===== src/rtl/fifo_spi_tx_pkg.sv =====
// Shared types and defaults for the FIFO-to-SPI transmit front end.
package fifo_spi_tx_pkg;

  typedef enum logic [2:0] {
    IDLE,
    READ,
    LOAD,
    SHIFT,
    GAP
  } tx_state_e;

  localparam int unsigned TX_FIFO_WIDTH = 16;
  localparam int unsigned TX_CLK_DIV    = 4;
  localparam int unsigned TX_GAP_CYC    = 2;

  // Counter width able to hold 0..n-1, never narrower than one bit.
  function automatic int unsigned cnt_width(input int unsigned n);
    return (n > 1) ? $clog2(n) : 1;
  endfunction

endpackage


===== src/rtl/fifo_spi_tx_clk_div.sv =====
// SPI clock divider: sclk high in the second half of each bit period,
// bit_done marks the last clk cycle of a bit.
module spi_clk_div
  import fifo_spi_tx_pkg::*;
#(
  parameter int unsigned CLK_DIV = TX_CLK_DIV
) (
  input  logic clk,
  input  logic rst,
  input  logic run,
  input  logic clear,
  output logic sclk,
  output logic bit_done
);

  localparam int unsigned DW = cnt_width(CLK_DIV);
  localparam logic [DW-1:0] LAST    = DW'(CLK_DIV - 1);
  localparam logic [DW-1:0] HALF_M1 = DW'(CLK_DIV / 2 - 1);

  logic [DW-1:0] div_cnt;

  assign bit_done = run && (div_cnt == LAST);

  // sclk is registered, so it is raised one count early to be high while div_cnt >= CLK_DIV/2.
  always_ff @(posedge clk or posedge rst) begin
    if (rst) begin
      div_cnt <= '0;
      sclk    <= 1'b0;
    end else if (clear) begin
      div_cnt <= '0;
      sclk    <= 1'b0;
    end else if (run) begin
      if (div_cnt == LAST) begin
        div_cnt <= '0;
        sclk    <= 1'b0;
      end else begin
        div_cnt <= div_cnt + DW'(1);
        if (div_cnt == HALF_M1) sclk <= 1'b1;
      end
    end
  end

endmodule


===== src/rtl/fifo_spi_tx.sv =====
// Drains a synchronous FIFO one word at a time and shifts each word
// MSB-first onto a mode-0 SPI master link.
module fifo_spi_tx
  import fifo_spi_tx_pkg::*;
#(
  parameter int unsigned FIFO_WIDTH = TX_FIFO_WIDTH,
  parameter int unsigned CLK_DIV    = TX_CLK_DIV,
  parameter int unsigned GAP_CYC    = TX_GAP_CYC
) (
  input  logic                  clk,
  input  logic                  rst,
  input  logic                  en,
  input  logic                  fifo_empty,
  input  logic [FIFO_WIDTH-1:0] fifo_dout,
  output logic                  fifo_rd_en,
  output logic                  sclk,
  output logic                  ss_n,
  output logic                  mosi,
  output logic                  busy,
  output logic [15:0]           words_sent
);

  localparam int unsigned BW = cnt_width(FIFO_WIDTH);
  localparam int unsigned GW = cnt_width(GAP_CYC);

  tx_state_e             state, state_next;
  logic [FIFO_WIDTH-1:0] shreg;
  logic [BW-1:0]         bit_cnt;
  logic [GW-1:0]         gap_cnt;
  logic                  bit_done;
  logic                  last_bit;
  logic                  gap_done;

  assign last_bit = bit_done && (bit_cnt == BW'(FIFO_WIDTH - 1));
  assign gap_done = (gap_cnt == GW'(GAP_CYC - 1));

  // mosi is the shift register MSB; shreg is cleared at word end so mosi idles low.
  assign mosi = shreg[FIFO_WIDTH-1];

  spi_clk_div #(
    .CLK_DIV (CLK_DIV)
  ) u_clk_div (
    .clk      (clk),
    .rst      (rst),
    .run      (state == SHIFT),
    .clear    (state == LOAD),
    .sclk     (sclk),
    .bit_done (bit_done)
  );

  // State register.
  always_ff @(posedge clk or posedge rst) begin
    if (rst) state <= IDLE;
    else     state <= state_next;
  end

  // Next-state logic.
  always_comb begin
    state_next = state;
    case (state)
      IDLE:    if (en && !fifo_empty) state_next = READ;
      READ:    state_next = LOAD;
      LOAD:    state_next = SHIFT;
      SHIFT:   if (last_bit) state_next = GAP;
      GAP:     if (gap_done) state_next = IDLE;
      default: state_next = IDLE;
    endcase
  end

  // Registered outputs, shift register and word/gap counters.
  always_ff @(posedge clk or posedge rst) begin
    if (rst) begin
      fifo_rd_en <= 1'b0;
      ss_n       <= 1'b1;
      busy       <= 1'b0;
      words_sent <= '0;
      shreg      <= '0;
      bit_cnt    <= '0;
      gap_cnt    <= '0;
    end else begin
      fifo_rd_en <= (state_next == READ);
      busy       <= (state_next != IDLE);
      case (state)
        LOAD: begin
          shreg   <= fifo_dout;
          ss_n    <= 1'b0;
          bit_cnt <= '0;
        end
        SHIFT: begin
          if (last_bit) begin
            shreg      <= '0;
            ss_n       <= 1'b1;
            words_sent <= words_sent + 16'd1;
            gap_cnt    <= '0;
          end else if (bit_done) begin
            shreg   <= {shreg[FIFO_WIDTH-2:0], 1'b0};
            bit_cnt <= bit_cnt + BW'(1);
          end
        end
        GAP: begin
          if (!gap_done) gap_cnt <= gap_cnt + GW'(1);
        end
        default: ;
      endcase
    end
  end

endmodule


===== config.mk =====
export PLATFORM = sky130hd
export DESIGN_NAME = fifo_spi_tx
export DESIGN_NICKNAME = d
export VERILOG_FILES = /design/src/rtl/fifo_spi_tx_pkg.sv /design/src/rtl/fifo_spi_tx_clk_div.sv /design/src/rtl/fifo_spi_tx.sv
export SDC_FILE = /design/constraint.sdc
export NUM_CORES = 1
export LEC_CHECK = 0
export ABC_AREA = 1
export BUFFER_PORTS_ARGS = -buffer_cell sky130_fd_sc_hd__buf_4
export CAP_MARGIN = 15
export CORE_UTILIZATION = 40
export DETAILED_ROUTE_END_ITERATION = 12
export GPL_TIMING_DRIVEN = 0
export MAX_ROUTING_LAYER = met4
export PLACE_DENSITY = 0.61
export SLEW_MARGIN = 15
export SYNTH_ARGS = -nofsm -noshare
export SYNTH_HDL_FRONTEND = slang
export SYNTH_HIERARCHICAL = 1
export SYNTH_SLANG_ARGS = --single-unit
export TNS_END_PERCENT = 10

===== constraint.sdc =====
create_clock -name clk -period 2.31 [get_ports clk]
set_input_delay 0.1155 -clock clk [delete_from_list [all_inputs] [get_ports clk]]
set_output_delay 0.1155 -clock clk [all_outputs]
set_load 0.03 [all_outputs]

# ---- Word-level counts from Yosys, hierarchy flattened
# Cells that the tools add are included.
dict set report word_totals {
  register_bits 46
  input_bits 20
}
dict set report op_classes {
  addsub 4
  n_eq_ne 12
  mux 22
  n_reduce_logical 15
}
# op n
set ops {}
lappend ops {{2-to-1 mux 16 bit} 2}
lappend ops {{one-hot mux 16 bit (2 select lines)} 1}
lappend ops {{adder 16 x 1 -> 16 bit, second input constant} 1}
lappend ops {{one-hot mux 3 bit (5 select lines)} 1}
lappend ops {{AND reduction 2 bit} 5}
lappend ops {{2-to-1 mux 3 bit} 3}
lappend ops {{2-to-1 mux 4 bit} 2}
lappend ops {{one-hot mux 4 bit (2 select lines)} 1}
lappend ops {{2-to-1 mux 1 bit} 7}
lappend ops {{equality test 3 x 1 -> 1 bit, second input constant} 2}
lappend ops {{equality test 3 x 2 -> 1 bit, second input constant} 2}
lappend ops {{2-to-1 mux 2 bit} 3}
lappend ops {{inequality test 2 bit, second input constant} 3}
lappend ops {{nonzero test 3 bit} 2}
lappend ops {{adder 4 x 1 -> 4 bit, second input constant} 1}
lappend ops {{equality test 4 bit, second input constant} 1}
lappend ops {{one-hot mux 1 bit (2 select lines)} 2}
lappend ops {{nonzero test 2 bit} 2}
lappend ops {{equality test 3 bit, second input constant} 1}
lappend ops {{logical AND 1 bit} 3}
lappend ops {{zero test 3 bit} 1}
lappend ops {{inequality test 3 bit, second input constant} 1}
lappend ops {{AND reduction 3 bit} 1}
lappend ops {{adder 2 x 1 -> 2 bit, second input constant} 1}
lappend ops {{4 further kinds} 4}

# ---- Logic depth before layout (Yosys ltp)
# Gate-level depths: netlist (run 1).
dict set report depth {
  depth_word 6
  ltp_mapped 13
  ltp_nobuf 12
}

# ---- By module
# The synthesis (run 1) kept the hierarchy.
# module instances cells_per_inst area_each_um2 seq_area_each_um2
set modules_own_cells {}
lappend modules_own_cells {fifo_spi_tx 1 272 2200.9 1077.3}
lappend modules_own_cells {spi_clk_div 1 20 165.2 75.1}

# ---- Worst setup path before layout (run 1)
# OpenSTA, ideal clock, no wires.
dict set report synth_path {
  kind {register -> register}
  startpoint {register state[2]}
  endpoint {register words_sent[7]}
  setup_time_ns 0.134
  t_arrival_ns 1.522
  slack_ns 0.654
  path_stages_with_launch 12
  path_buffers 0
  synth_period_minus_slack_ns 1.656
  cell_sequence {dfrtp_1 -> inv_2 -> nand2_4 -> nor2_4 -> nand2_1 -> inv_1 -> nand2_1 -> nor2_4 -> nand2_2 -> nor2_2 -> nand2_1 -> xnor2_1}
}
dict set report synth_between {
  elab_chain_len 4
}
# item line_no
set synth_lines {}
lappend synth_lines {{from (decl)} fifo_spi_tx.sv:26} ;# tx_state_e state, state_next;
lappend synth_lines {{from (signal assigned)} fifo_spi_tx.sv:54} ;# else state <= state_next;
lappend synth_lines {{equality test 3 x 2 -> 1 bit} fifo_spi_tx.sv:45} ;# .run (state == SHIFT),
lappend synth_lines {{logical AND 1 bit} fifo_spi_tx_clk_div.sv:22} ;# assign bit_done = run && (div_cnt == LAST);
lappend synth_lines {{net bit_done} fifo_spi_tx.sv:30} ;# logic bit_done;
lappend synth_lines {{logical AND 1 bit} fifo_spi_tx.sv:34} ;# assign last_bit = bit_done && (bit_cnt == BW'(FIFO_WIDTH - 1));
lappend synth_lines {{AND reduction 2 bit (no source line)} -}
lappend synth_lines {{to (signal assigned)} fifo_spi_tx.sv:93} ;# words_sent <= words_sent + 16'd1;
lappend synth_lines {{to (decl)} fifo_spi_tx.sv:20} ;# output logic [15:0] words_sent
# The timed path passes the listed nets, and every way through them passes these cells.
# A chain may end at the register's enable or synchronous reset.

# ---- Final worst setup path (run 1)
# Ends and elaborated chain as after synthesis.

==> flow_summary.json, run 1 <==
{
  "status": "finished, final reports clean",
  "cts_buffers": 5,
  "route.detailed.drc": 0,
  "clock_path_buffers": 2,
  "diodes": 0,
  "port_buffers": 40,
  "final_area_mm2": 0.002900,
  "ys.flop_type": "dfrtp_1",
  "rows": 27,
  "switching_power_uw": 1225,
  "async_flop_share": 1.000,
  "place_area_mm2": 0.002776,
  "start_kind": "flip-flop",
  "grt_max_degree": 27,
  "maxSlewViolCount": 0,
  "p_clk_frac": 0.176,
  "rsz0062_at_grt": "false",
  "die_h_um": 78.91,
  "syn_avg_cell_area_um2": 8.103,
  "core_area_mm2": 0.005608,
  "finalHoldViolCount": 0,
  "synth_warnings": 6,
  "ios": 41,
  "clock_latency_ns": 0.31,
  "initial_core_util": 0.4219,
  "syn_to_final_growth_pct": 22.58,
  "cts_tree": "yes",
  "instances_no_fill": 416,
  "dieArea_mm2": 0.006227,
  "ys_types": 29,
  "num_vias": 2013,
  "min_period_ns": 1.871,
  "dp.cells": 405,
  "gp_routability_congestion": 0.8258,
  "syn_inst": 292,
  "period_share": 0.8101,
  "powerDensity_mw_per_mm2": 1022,
  "yosys.area.top_type_share": 0.4759,
  "worstSetupPathType": "flip-flop to flip-flop",
  "grt_use_met3": 0.04253,
  "postRouteAntennaNets": 0,
  "p_int_uw": 1740,
  "syn_area_mm2": 0.002366,
  "maxSlewHeadroom": 0.7282,
  "hold_path_class": "input pin to flip-flop",
  "finalSetupViolations": 0,
  "grt_pass1_vias": 1855,
  "comb_power_share": 0.423,
  "post_drt_wl_per_cell_um": 12.07,
  "switching_share": 0.4130,
  "grt_overflow": 0,
  "leakage_uw": 0.001427,
  "ys_seq_elements": 46,
  "clk_pin_slew_ns": 0.10,
  "grt_util_met1": 0.2349,
  "top_usage_layer": "met2",
  "synth_most_common_cell": "nand2_1",
  "drt_iter0_markers": 123,
  "p_seq_frac": 0.400,
  "seq_area_frac_synth": 0.4870,
  "post_cts_buffers": 0,
  "viasPerCell": 4.839,
  "fmax_mhz": 534.4,
  "crit_required_ns": 2.51,
  "ir_drop_mv": 0.5764,
  "htreeDepth": 2,
  "path_max_fanout": 9,
  "drv_cap": 0,
  "track_usage": 0.1823,
  "met2_usage": 0.2800,
  "end_kind": "flip-flop",
  "final.setup.tns_ns": 0,
  "grt_pass1_wl_mm": 8.542,
  "antenna_found_initial": 0,
  "drtPass1Iterations": 4,
  "ys_top_cells_by_area": "dfrtp_1 48%, nand2_1 14%, inv_1 5.2%, nor2_1 3.8%, o21ai_0 3.6%",
  "root_buffer": "clkbuf_8",
  "wirelength_mm": 5.022,
  "drive_above_1_share": 0.2209,
  "fin_skew_ns": 0.01277,
  "tightest_slew_ns": 0.4070,
  "cp_data_arrival_time_ns": 2.07,
  "yosys.area.top_type": "dfrtp_1",
  "cts_sinks": 46,
  "die_w_um": 78.91,
  "synth_edf_count": 0,
  "synthesis.nets": 316,
  "synth_common_cells": "91 x nand2_1, 45 x dfrtp_1, 33 x inv_1, 24 x nor2_1, 17 x o21ai_0",
  "hpwl_mm": 3.749,
  "nNetsFinal": 367
}
layout make-up:
type	count	area [µm²]
inverters	37	138.9
repair buffers	44	350.3
multi-input cells	204	1044
fillers	559	2708
clock inverters	3	25.02
flip-flops and latches	46	1152
plain buffers	5	31.28
well taps	72	90.09
clock buffers	5	68.82
sequential cells by signal, indices dropped and copies added, names as in the netlist:
signal and cells:
bit_cnt 4, busy 1, fifo_rd_en 1, gap_cnt 1, shreg 16, ss_n 1
state 3, u_clk_div/div_cnt 2, u_clk_div/sclk 1, words_sent 16
logic make-up (layout without fill, tap and decap cells):
logic type | count (synthesis) | in the layout | share of synthesized area
AO/OA/AOI/OAI | 44 | 44 | 0.1132
XOR/XNOR | 7 | 7 | 0.02591
adder cells (fa/ha/maj) | 4 | 4 | 0.02115
buffers and inverters | 42 | 94 | 0.07192
flip-flops | 46 | 46 | 0.4870
AND/OR/NAND/NOR | 149 | 149 | 0.2808
placed cells by master (no fill, tap or decap), types with 2 or more instances in the layout:
master,n
o21bai_1,9
nand4_1,7
a21oi_1,7
nor2_4,4
nand3_1,11
a31oi_1,5
buf_2,4
nor2_2,5
inv_2,5
ha_1,4
nor3_1,2
o21ai_0,17
nand2_1,91
clkbuf_8,5
nor2_1,24
nand2_4,3
buf_4,40
inv_1,32
dfrtp_1,45
xor2_1,5
xnor2_1,2
dlygate4sd3_1,3
routing by layer:
layer | vias to the layer above | share of wire
li1 | 1025 | -
met1 | 935 | 0.50
met2 | 45 | 0.44
met3 | 8 | 0.044
met4 | 0 | 0.018
met5 | - | 0
power groups by stage:
stage | clock network (µW) | logic, µW | registers, µW
floorplan | 0 | 907 | 1230
global route | 569 | 1430 | 1220
detailed placement | 0 | 1260 | 1200
finish | 523 | 1260 | 1190
global placement | 0 | 1230 | 1190
CTS | 541 | 1270 | 1190
worst max-delay path: stages (launching register included):
cell	delay, ns
dfrtp_1	0.42
inv_2	0.12
nand2_4	0.10
nor2_4	0.20
nand2_1	0.08
inv_1	0.08
nand2_1	0.09
nor2_4	0.14
nand2_2	0.12
nor2_2	0.20
nand2_1	0.09
xnor2_1	0.13
final timing paths:
path	start	to	slack, ns	cells past startpoint
worst max-delay path	state[2]$_DFF_PP0_	words_sent[7]$_DFFE_PP0P_	0.44	11
worst min-delay path	fifo_dout[10]	shreg[10]$_DFFE_PP0P_	0.01	3
worst max register to register	state[2]$_DFF_PP0_	words_sent[7]$_DFFE_PP0P_	0.44	11
worst min register to register	ss_n$_DFFE_PP1P_	ss_n$_DFFE_PP1P_	0.48	2
max in group asynchronous	rst	ss_n$_DFFE_PP1P_	1.42	4
min in group asynchronous	rst	u_clk_div/div_cnt[0]$_DFFE_PP0P_	0.24	3
metrics by stage:
step,power (µW),hold slack (ns),setup WS (ns),utilization
final,2965,0.01163,0.4386,0.5172
after global routing,3214,0.01143,0.2216,0.5172
after CTS,2997,0.002457,0.4205,0.5172
after detailed placement,2464,0.006641,0.4345,0.4951
after global placement,2427,0.001639,0.4371,0.4915
after floorplan,2133,-0.1309,0.6537,-
timing repair:
action,in CTS,in global routing
endpoints found under the hold margin,22,0
gates resized for setup,0,0
hold buffers,3,0
No activity file was read; power rests on OpenSTA's default activity.
==> run 2, diff against run 1 <==
- PLACE_DENSITY: 0.61 -> 0.64
- clock period: 2.31 -> 1.5 ns (I/O delays scaled with it)
==> run 2 against run 1 <==
The flow now finishes with violations (setup timing). Sequential share of layout area is 2.8 points lower. Core utilization is 4.1 points higher. Cell area is 7.9% higher. Global-route usage is 0.94 points higher. Flip-flop and latch count stayed put. Final cell count is 2.6% higher. Sequential power is 53% higher. Count of clock-buffer cells in the layout stayed put. Clock skew is 0.0085 ns lower. Via count is 1.9% higher. Clock power is 110% higher. Critical endpoint is now words_sent[2]$_DFFE_PP0P_. Largest cell class unchanged. Highest routed layer unchanged.
==> flow_summary.json, run 2 (synthesis results as in run 1) <==
{
  "status": "complete, but fails checks",
  "violations": "setup timing",
  "slowest_delay_ns": 0.40,
  "postRouteAntennaNets": 0,
  "cp_slowest_cell": "dfrtp_1",
  "dieArea_mm2": 0.006227,
  "final_common_cell": "nand2_1",
  "wirelength_mm": 5.271,
  "comb_power_share": 0.435,
  "diodes": 0,
  "r2r_cells": 11,
  "clock_path_buffers": 2,
  "drv_cap": 0,
  "die_h_um": 78.91,
  "htreeDepth": 2,
  "p_seq_frac": 0.350,
  "die_w_um": 78.91,
  "p_int_uw": 3236,
  "viasPerCell": 4.806,
  "crit_path_end": "words_sent[2]$_DFFE_PP0P_",
  "rows": 27,
  "cts_sinks": 46,
  "worstSetupPathType": "flip-flop to flip-flop",
  "grt_pass1_vias": 1893,
  "root_buffer": "clkbuf_8",
  "ios": 41,
  "initial_core_util": 0.4219,
  "maxSlewViolCount": 0,
  "start_kind": "flip-flop",
  "mostFrequentLayoutCells": "90 x nand2_1, 49 x buf_4, 43 x dfrtp_1",
  "maxSlewHeadroom": 0.7215,
  "drtPass1Iterations": 4,
  "reg.largest.list": "shreg (16), words_sent (16), bit_cnt (4)",
  "drt_iter0_markers": 123,
  "post_drt_wl_per_cell_um": 12.34,
  "r2r_start": "state[2]$_DFF_PP0_",
  "crit_start": "state[2]$_DFF_PP0_",
  "finalHoldViolCount": 0,
  "setup_slack_ns": -0.09989,
  "cts_buffers": 5,
  "instances_no_fill": 427,
  "clock_latency_ns": 0.31,
  "grt_pass1_wl_mm": 8.887,
  "dp.cells": 405,
  "dp_slack_ns": -0.3961,
  "p_clk_frac": 0.215,
  "switching_share": 0.3776,
  "period_share": 1.067,
  "p_total_uw": 5199,
  "finalSetupViolations": 31,
  "leakage_uw": 0.001528,
  "antenna_found_initial": 0,
  "grt_overflow": 0,
  "gp_routability_congestion": 0.8569,
  "hold_path_class": "input pin to flip-flop",
  "hold_slack_ns": 0.02701,
  "drive_above_1_share": 0.2620,
  "crit_required_ns": 1.73,
  "ir_drop_mv": 0.7149,
  "port_buffers": 40,
  "fin_skew_ns": 0.004307,
  "end_kind": "flip-flop",
  "cp_data_arrival_time_ns": 1.83,
  "track_usage": 0.1918,
  "rsz0062_at_grt": "true",
  "rrSetupSlack_ns": -0.1,
  "hpwl_mm": 3.676,
  "core_area_mm2": 0.005608,
  "syn_to_final_growth_pct": 32.21,
  "crit_family": "simple AND/OR/NAND/NOR gates",
  "num_vias": 2052,
  "cts_tree": "yes",
  "route.detailed.drc": 0,
  "nNetsFinal": 378,
  "worst-path-buf-inv": 3,
  "timing.rr.end": "words_sent[2]$_DFFE_PP0P_",
  "path_cells": "inv_2, nand2_4, nor2_4, nand2_1, inv_2, nand2_2, nor2_4, nand2_4, buf_8, nor2_2, xor2_1",
  "min_period_ns": 1.600,
  "tightest_slew_ns": 0.4172,
  "clk_pin_slew_ns": 0.09,
  "path_max_fanout": 5,
  "grt_max_degree": 26,
  "fmax_mhz": 625.0,
  "powerDensity_mw_per_mm2": 1662,
  "switching_power_uw": 1963,
  "cp_num_cells": 11,
  "fin_util": 0.5578
}
[run 2: final cells by class]
cell class	count	area [µm²]
Fill cell	539	2480
Multi-Input combinational cell	204	1087
Buffer	5	56.30
Clock inverter	3	68.82
Timing Repair Buffer	55	462.9
Clock buffer	5	68.82
Sequential cell	46	1155
Tap cell	72	90.09
Inverter	37	138.9
[run 2: metrics by stage]
step | instance area (µm²) | setup TNS [ns]
2_1_floorplan | 2369 | -2.639
3_3_place_gp | 2759 | -19.74
3_5_place_dp | 2779 | -11.95
4_1_cts | 3082 | -2.447
5_1_grt | 3128 | -4.847
6_report | 3128 | -1.372
[run 2: worst min-delay path by stage]
| stage | end | start | depth (start not counted) |
|---|---|---|---|
| floorplan | u_clk_div/div_cnt[0]$_DFFE_PP0P_ | rst | 1 |
| global placement | u_clk_div/div_cnt[1]$_DFFE_PP0P_ | rst | 2 |
| detailed placement | u_clk_div/div_cnt[0]$_DFFE_PP0P_ | rst | 2 |
| CTS | fifo_rd_en$_DFF_PP0_ | en | 3 |
| global route | shreg[13]$_DFFE_PP0P_ | fifo_dout[13] | 3 |
| finish | fifo_rd_en$_DFF_PP0_ | en | 3 |
[run 2: power by group through the flow]
stage	combinational (µW)	clock [µW]	sequential, µW
6_report	2260	1120	1820
5_1_grt	2570	1200	1870
4_1_cts	2140	1140	1820
3_5_place_dp	1940	0	1850
3_3_place_gp	1900	0	1840
2_1_floorplan	1400	0	1890
[run 2: worst reg2reg max path, delay by kind of cell (launching register included)]
| family | cells | cell delay [ns] |
|---|---|---|
| AND/OR/NAND/NOR | 7 | 0.64 |
| buffers and inverters | 3 | 0.32 |
| XOR/XNOR | 1 | 0.16 |
| flip-flops | 1 | 0.40 |
[run 2: per-layer routing]
layer  global-route usage  wire length, µm  part of all wire
met1               0.2482             2499              0.47
met2               0.2991             2452              0.47
met3              0.02989              226             0.043
met4              0.08364               94             0.018
met5                    -                0                 0
[run 2: timing repair]
action,4_1_cts,5_1_grt
pin swaps,6,7
buffers inserted,4,3
hold buffers,5,0
resized for setup,20,6
endpoints found under the setup margin,43,43
endpoints found under the hold margin,25,0
cloned,1,1
==> run 3, diff against run 2 <==
--- a/config.mk
+++ b/config.mk
@@ -14,8 +14,8 @@
 export MAX_ROUTING_LAYER = met4
 export PLACE_DENSITY = 0.64
-export SLEW_MARGIN = 15
+export SLEW_MARGIN = 30
 export SYNTH_ARGS = -nofsm -noshare
 export SYNTH_HDL_FRONTEND = slang
 export SYNTH_HIERARCHICAL = 1
 export SYNTH_SLANG_ARGS = --single-unit
-export TNS_END_PERCENT = 10
+export TNS_END_PERCENT = 20
==> constraint.sdc (replaced) <==
create_clock -name clk -period 1.5 [get_ports clk]
set_input_delay 0.3 -clock clk [delete_from_list [all_inputs] [get_ports clk]]
set_output_delay 0.3 -clock clk [all_outputs]
set_load 0.03 [all_outputs]
==> run 3 against run 2 <==
The run still ends with setup timing left. Global-route usage up 1.3 points. First-iteration DRC count up 1.6%. Worst setup slack got worse by 0.047 ns. Sequential share of layout area is 0.42 points lower. Core utilization increased by 0.65 points. Wire length grew 2.9%. Critical path depth grew 2. Cell area increased by 1.2%. Non-clock buffer count grew 1. Power fell by 2.6%. Critical endpoint is now bit_cnt[2]$_DFFE_PP0P_. Largest power group unchanged. Highest routed layer unchanged.
==> flow_summary.json, run 3 (synthesis results as in run 1) <==
{
  "crit_required_ns": 1.69,
  "slowest_delay_ns": 0.41,
  "dp_slack_ns": -0.3327,
  "cts_tree": "yes",
  "fmax_mhz": 607.3,
  "final_common_cell": "nand2_1",
  "r2r_start": "state[2]$_DFF_PP0_",
  "cp_slowest_cell": "dfrtp_1",
  "p_clk_frac": 0.155,
  "hp-start": "fifo_dout[0]",
  "hpwl_mm": 3.619,
  "cp_data_arrival_time_ns": 1.84,
  "place_area_mm2": 0.002791,
  "drv_cap": 0,
  "top_layer_used": "met4",
  "maxSlewHeadroom": 0.6486,
  "fin_skew_ns": 0.005436,
  "seqCellArea_mm2": 0.001155,
  "clk_pin_slew_ns": 0.08,
  "syn_to_final_growth_pct": 33.74,
  "routed-wl-met3_um": 165,
  "mostFrequentLayoutCells": "81 x nand2_1, 49 x buf_4, 43 x dfrtp_1",
  "grt_max_degree": 23,
  "tightest_slew_ns": 0.5264,
  "drive_above_1_share": 0.3045,
  "fin_util": 0.5643,
  "postRouteAntennaNets": 0,
  "finalHoldViolCount": 0,
  "drt_iter0_markers": 125,
  "nFillCells": 565,
  "p_int_uw": 3062,
  "r2r_cells": 13,
  "wirelength_mm": 5.425,
  "initial_core_util": 0.4219,
  "hold_path_class": "input pin to flip-flop",
  "dieArea_mm2": 0.006227,
  "leakage_uw": 0.001528,
  "cts_sinks": 46,
  "htreeDepth": 2,
  "root_buffer": "clkbuf_8",
  "multiInputGateArea_mm2": 0.001135,
  "path_cells": "inv_2, nand2_4, nor2_4, nand2_2, inv_2, nand2_2, nor2_4, nand2_4, buf_8, nand2_4, inv_2, nand2_2, a21oi_2",
  "antenna_found_initial": 0,
  "viasPerCell": 4.793,
  "final_area_mm2": 0.003164,
  "clock_latency_ns": 0.30,
  "diodes": 0,
  "grt_pass1_vias": 2057,
  "port_buffers": 40,
  "hold-path-endpoint": "shreg[0]$_DFFE_PP0P_",
  "switching_power_uw": 2004,
  "clock_path_buffers": 2,
  "core_area_mm2": 0.005608,
  "switching_share": 0.3955,
  "comb_power_share": 0.486,
  "die_h_um": 78.91,
  "rrSetupSlack_ns": -0.15,
  "num_vias": 2061,
  "powerDensity_mw_per_mm2": 1601,
  "finalSetupViolations": 39,
  "drt-met1-wl_mm": 2.695,
  "wl_met2_mm": 2.490,
  "rows": 27,
  "grt_overflow": 0,
  "nNetsFinal": 381,
  "ir_drop_mv": 0.7064,
  "path_max_fanout": 5,
  "worstSetupPathType": "flip-flop to flip-flop",
  "start_kind": "flip-flop",
  "reg.largest.list": "shreg (16), words_sent (16), bit_cnt (4)",
  "timing.rr.end": "bit_cnt[2]$_DFFE_PP0P_",
  "post_drt_wl_per_cell_um": 12.62,
  "ios": 41,
  "drtPass1Iterations": 4,
  "die_w_um": 78.91,
  "rsz0062_at_grt": "true",
  "p_seq_frac": 0.360,
  "track_usage": 0.2049,
  "cts_buffers": 5,
  "min_period_ns": 1.647,
  "setup_slack_ns": -0.1467,
  "period_share": 1.098,
  "grt_pass1_wl_mm": 9.611,
  "status": "complete, but fails checks",
  "violations": "setup timing",
  "gp_routability_congestion": 0.7951,
  "maxSlewViolCount": 0,
  "route.detailed.drc": 0,
  "hold_depth": 3,
  "end_kind": "flip-flop"
}
run 3: cell types whose count changed in the layout (fill, tap and decap cells not counted), sizes merged:
cell,change
nor2,+1
bufbuf,-1
clkbuf,+3
dlygate4sd3,-4
clkinv,-1
buf,+6
nand2,+1
bufinv,-2
run 3: routing by layer:
metal / track usage / vias to the layer above
li1: - / 1063
met1: 0.2826 / 959
met2: 0.3113 / 32
met3: 0.04138 / 7
met4: 0.04909 / 0
met5: - / -
run 3: worst max path at each step:
| stage | start | endpoint | cells past startpoint |
|---|---|---|---|
| 6_report | state[2]$_DFF_PP0_ | bit_cnt[2]$_DFFE_PP0P_ | 13 |
| 5_1_grt | state[2]$_DFF_PP0_ | bit_cnt[2]$_DFFE_PP0P_ | 13 |
| 4_1_cts | state[2]$_DFF_PP0_ | bit_cnt[2]$_DFFE_PP0P_ | 13 |
| 3_5_place_dp | state[2]$_DFF_PP0_ | words_sent[10]$_DFFE_PP0P_ | 12 |
| 3_3_place_gp | rst | words_sent[1]$_DFFE_PP0P_ | 2 |
| 2_1_floorplan | state[2]$_DFF_PP0_ | words_sent[7]$_DFFE_PP0P_ | 11 |
run 3: what timing repair did:
action                                  in CTS  in global routing
hold endpoints to repair                     3                  0
endpoints found under the setup margin      43                 43
setup buffers                                9                  4
pin swaps                                    7                 13
resized for setup                           17                 22
hold buffers                                 1                  0
gates cloned                                 3                  0
run 3: layout make-up:
class / count / share of cell area
sequential: 46 / 0.3650
buffer: 5 / 0.01898
clock buffer: 8 / 0.02847
multi-input combinational: 206 / 0.3586
inverter: 37 / 0.04389
tap: 72 / 0.02847
timing repair buffer: 56 / 0.1566
run 3: metrics by stage:
step                cells  TNS [ns]  hold slack, ns  total power [µW]
CTS                   426    -2.620          0.2065              4917
detailed placement    405    -10.88          0.1964              3780
floorplan             292    -2.641         0.05364              3292
global placement      404    -30.11          0.1876              3715
global route          430    -8.026          0.2103              5503
finish                430    -3.421          0.2049              5066
run 3: worst max-delay path, delay by kind of cell (launching register included):
| family | cells | cell delay [ns] |
|---|---|---|
| AND/OR/NAND/NOR | 8 | 0.70 |
| flip-flops | 1 | 0.41 |
| AO/OA/AOI/OAI | 1 | 0.05 |
| buffers and inverters | 4 | 0.37 |
run 3: power by group through the flow:
| stage | clock network [µW] | logic, µW | registers [µW] |
|---|---|---|---|
| floorplan | 0 | 1400 | 1890 |
| detailed placement | 0 | 1930 | 1840 |
| global placement | 0 | 1880 | 1840 |
| finish | 783 | 2460 | 1820 |
| global route | 862 | 2760 | 1880 |
| CTS | 803 | 2290 | 1820 |
